File: src/rtl/freq_result_queue.sv
// Frame-result FIFO behind the spectral analysis stage: tags each dominant-bin
// index with a frame sequence number, buffers it, and tracks bin stability.
module freq_result_queue #(
    parameter int DEPTH    = 8,
    parameter int STABLE_N = 4,
    parameter int FCNT_W   = 8,
    localparam int AW      = $clog2(DEPTH)
) (
    input  logic              clk,
    input  logic              rst,
    input  logic              clear,
    input  logic              in_valid,
    input  logic [3:0]        in_freq,
    output logic              out_valid,
    input  logic              out_ready,
    output logic [3:0]        out_freq,
    output logic [FCNT_W-1:0] out_frame,
    output logic [AW:0]       level,
    output logic              overflow,
    output logic              stable,
    output logic [3:0]        stable_freq
);

    typedef struct packed {
        logic [FCNT_W-1:0] frame;
        logic [3:0]        freq;
    } entry_t;

    localparam logic [3:0] SN = 4'(STABLE_N);

    entry_t            mem [DEPTH];
    logic [AW:0]       wr_ptr, rd_ptr;
    logic [FCNT_W-1:0] frame_cnt;
    logic [3:0]        run_len, run_nxt;
    logic              full, pop, push;
    entry_t            head;

    assign level     = wr_ptr - rd_ptr;
    assign full      = (wr_ptr[AW] != rd_ptr[AW]) && (wr_ptr[AW-1:0] == rd_ptr[AW-1:0]);
    assign out_valid = (level != '0);
    assign pop       = out_valid & out_ready;
    // A full FIFO still accepts a push when the head leaves in the same cycle.
    assign push      = in_valid & (~full | pop);

    assign head      = mem[rd_ptr[AW-1:0]];
    assign out_freq  = out_valid ? head.freq  : '0;
    assign out_frame = out_valid ? head.frame : '0;

    // Storage is not reset; everything read from it is qualified by out_valid.
    always_ff @(posedge clk) begin
        if (!clear && push)
            mem[wr_ptr[AW-1:0]] <= '{frame: frame_cnt, freq: in_freq};
    end

    always_ff @(posedge clk or negedge rst) begin
        if (!rst) begin
            wr_ptr    <= '0;
            rd_ptr    <= '0;
            frame_cnt <= '0;
            overflow  <= 1'b0;
        end else if (clear) begin
            wr_ptr    <= '0;
            rd_ptr    <= '0;
            frame_cnt <= '0;
            overflow  <= 1'b0;
        end else begin
            if (push)
                wr_ptr <= wr_ptr + 1'b1;
            if (pop)
                rd_ptr <= rd_ptr + 1'b1;
            // Counter advances on dropped frames too so gaps expose the loss.
            if (in_valid)
                frame_cnt <= frame_cnt + 1'b1;
            if (in_valid && !push)
                overflow <= 1'b1;
        end
    end

    always_comb begin
        run_nxt = run_len;
        if (run_len == 4'd0 || in_freq != stable_freq)
            run_nxt = 4'd1;
        else if (run_len >= SN)
            run_nxt = SN;
        else
            run_nxt = run_len + 4'd1;
    end

    always_ff @(posedge clk or negedge rst) begin
        if (!rst) begin
            run_len     <= '0;
            stable      <= 1'b0;
            stable_freq <= '0;
        end else if (clear) begin
            run_len     <= '0;
            stable      <= 1'b0;
            stable_freq <= '0;
        end else if (in_valid) begin
            run_len     <= run_nxt;
            stable      <= (run_nxt == SN);
            stable_freq <= in_freq;
        end
    end

endmodule

File: config.mk
export PLATFORM = sky130hd
export DESIGN_NAME = freq_result_queue
export DESIGN_NICKNAME = d
export VERILOG_FILES = /design/src/rtl/freq_result_queue.sv
export SDC_FILE = /design/constraint.sdc
export NUM_CORES = 1
export LEC_CHECK = 0
export CAP_MARGIN = 20
export CORE_AREA = 8 8 108 100
export CTS_BUF_LIST = sky130_fd_sc_hd__clkbuf_8 sky130_fd_sc_hd__clkbuf_16
export CTS_CLUSTER_DIAMETER = 50
export DETAILED_ROUTE_END_ITERATION = 8
export DIE_AREA = 0 0 116 108
export PLACE_DENSITY_LB_ADDON = 0.25
export SYNTH_ARGS = -nofsm -noshare
export SYNTH_HDL_FRONTEND = slang
export SYNTH_SLANG_ARGS = --single-unit
File: constraint.sdc
create_clock -name clk -period 4.04 [get_ports clk]
set_input_delay 0.404 -clock clk [delete_from_list [all_inputs] [get_ports clk]]
set_output_delay 0.404 -clock clk [all_outputs]
set_load 0.05 [all_outputs]
==> impl_metrics.ini <==
[status]
status = finished, final reports clean

[critical_path]
cp_data_required_time_ns = 3.64
arrival_ns = 3.20
cp_top_family = buffers and inverters
cp-end-kind = output pin
path_max_fanout = 16
ff2ff_setup_slack_ns = 1.17
path_depth = 6
rr_startpoint = rd_ptr[2]$_DFFE_PN0P_
path_class = flip-flop to output pin
critPathCapture = level[3]
crit_slowest_cell = dfrtp_1
cp_slowest_stage_delay_ns = 0.74
path_buf_inv = 2
crit_chain = inv_1, ha_1, and3b_1, or3_1, and2_1, clkdlybuf4s50_1
cp-start-kind = flip-flop
r2r-end = mem[1][10]$_DFFE_PP_
startpoint = rd_ptr[2]$_DFFE_PN0P_
worstRegToRegCells = 8

[drt]
routed-wl-met2_um = 5080
routed-wl-met3_um = 641
routed.top_layer = met4
wl_um = 10400
drcViolationCount = 0
vias_per_cell = 5.80
met1_length_um = 4560
routedWlPerCell_um = 20.4
vias = 2964
drtIter0Drc = 272
drtAntennaViolNets = 0
drt_first_pass_iters = 4

[final_layout]
final_util_pct = 70.4
final_cells = 511
area_growth_pct = 22.0
post-route-cell-area_mm2 = 0.00628
n_antenna_cell = 0
drive_gt1_share_pct = 23.7
fin_nets = 396
n_fill_cell = 598

[pwr]
powerDensity_mw_per_mm2 = 677
p_total_mw = 4.25
p_leak_nw = 2.26
ir_drop_mv = 0.345

[synth]
synth_common_cells = 96 x edfxtp_1, 32 x nand2_1, 26 x dfrtp_1, 24 x mux4_2, 22 x nor2_1
synth_edf_count = 96
synthSimpleGateAreaFrac_pct = 8.02
synth_area_mm2 = 0.00515
syn_avg_cell_area_um2 = 15.8
synth_fp_nets = 344
yosysWarnings = 0
synthMuxAreaShare_pct = 12.2
ys_ff_latch = 122
synth_most_common_cell = edfxtp_1
yosysTopAreaCell = edfxtp_1
synthFlopType = edfxtp_1
seq_area_frac_synth_pct = 68.7
ys_types = 44
postSynth.asyncResetShare_pct = 21.3
synth_area_leaders = edfxtp_1 56%, dfrtp_1 13%, mux4_2 11%
yosysTopAreaCellShare_pct = 56.0
synth_compound_area_share_pct = 4.77
synth_top_family_by_area = multiplexers
synth_xor_area_share_pct = 2.04
syn_inst = 326
synthAdderAreaFrac_pct = 2.33

[timing]
drv_slew = 0
fmax_mhz = 277
setup_ws_ns = 0.434
finalHoldViolations = 0
relSlewSlack_pct = 58.4
finalCriticalPeriod_ns = 3.61
finalCritPeriodShare_pct = 89.3
hold_ws_ns = 0.161
worstMarginPinSlew_ns = 0.625
fin_tns_setup_ns = 0
finalSetupViolCount = 0
clock_skew_ns = 0.0105
grt_setup_unrepaired = no

[cts]
cts_hold_buf = 0
cts_tree = built
cts_resized = 0
cts.path.max_buffers = 2
htree_levels = 4
cts.clk_slew.worst_paths_ns = 0.06
numCtsBuffers = 17
cts-root-buf = clkbuf_8
clock-sinks = 122
clk_latency_ns = 0.52
post_cts_buffers = 0

[die]
coreArea_mm2 = 0.00892
die_y_um = 108
ios = 32
start_util_pct = 57.7
row_count = 33
die_w_um = 116
die-area_mm2 = 0.0125

[global_route]
grtUsageTotal_pct = 18.2
grt_overflow = 0
grt_pass1_vias = 3026
grt_pass1_wl_um = 16400
grt_max_degree = 29
antenna_found_initial = 0

[placement]
port-buffer-count = 31
dp_slack_ns = 0.955
dp.cells = 480
routabilityCongestion = 0.821
dp_hpwl_um = 6360
dpl-instance-area_mm2 = 0.00568

[worst_hold_path]
hold_class = primary input to asynchronous set/reset pin

[run]
drv_cap = 0
==> layout make-up <==
type                       instances  area [um^2]  area share (%)
clock buffer                      17          414            6.60
clock inverter                    13          161            2.57
inverter                           9         33.8           0.538
multi-input combinational        179         1550            24.7
sequential                       122         3530            56.3
tap                              122          153            2.43
timing repair buffer              49          433            6.90
==> where the power goes <==
group / internal [mW] / leakage (nW) / switching, mW / total [mW]
clock: 0.977 / 0.288 / 0.496 / 1.47
combinational: 0.472 / 0.756 / 0.899 / 1.37
sequential: 1.38 / 1.22 / 0.0266 / 1.41
==> logic make-up after synthesis <==
| group | count (synthesis) |
|---|---|
| mux | 32 |
| compound gates | 38 |
| flops | 122 |
| xor+xnor | 12 |
| fa+ha+maj | 9 |
| buf+inv | 25 |
| simple gates | 88 |
==> layer usage <==
| metal | vias up | track usage [%] |
|---|---|---|
| met5 | - | 0 |
| met4 | 0 | 6.75 |
| met3 | 12 | 5.79 |
| met2 | 99 | 27.7 |
| met1 | 1510 | 24.1 |
| li1 | 1343 | - |
==> cell usage in the layout (no fill, tap or decap), drive strengths merged, types with 6 or more instances in the layout <==
| cell | synthesis | final |
|---|---|---|
| clkinv | 0 | 6 |
| clkbuf | 6 | 17 |
| buf | 10 | 31 |
| xnor2 | 7 | 7 |
| clkdlybuf4s50 | 0 | 18 |
| nor2 | 23 | 23 |
| mux4 | 24 | 24 |
| edfxtp | 96 | 96 |
| ha | 8 | 8 |
| o21ai | 9 | 9 |
| mux2i | 6 | 6 |
| nand2 | 32 | 32 |
| inv | 9 | 11 |
| a21oi | 18 | 18 |
| dfrtp | 26 | 26 |
==> worst min-delay path by stage <==
stage | from | end | slack [ns] | cells after the start
floorplan | rst | frame_cnt[0]$_DFFE_PN0P_ | 0.11 | 0
global placement | overflow$_DFFE_PN0P_ | overflow$_DFFE_PN0P_ | 0.48 | 2
detailed placement | overflow$_DFFE_PN0P_ | overflow$_DFFE_PN0P_ | 0.48 | 2
CTS | rst | stable$_DFFE_PN0P_ | 0.50 | 1
global route | rst | stable$_DFFE_PN0P_ | 0.16 | 1
finish | rst | stable$_DFFE_PN0P_ | 0.16 | 1
==> flip-flops by register name, summed over array words and instances (netlist names) <==
register / flops
mem: 96
frame_cnt: 8
rd_ptr: 4
run_len: 4
stable_freq: 4
wr_ptr: 4
overflow: 1
stable: 1
==> worst register-to-register path, cell delays in order (launching register included) <==
cell and delay, ns:
dfrtp_1 0.74, inv_1 0.13, ha_1 0.38, xor2_2 0.19, nor3_1 0.10, a31oi_4 0.32
nand2b_1 0.15, nor3_2 0.29, buf_4 0.27
No activity file was read; power rests on OpenSTA's default activity.
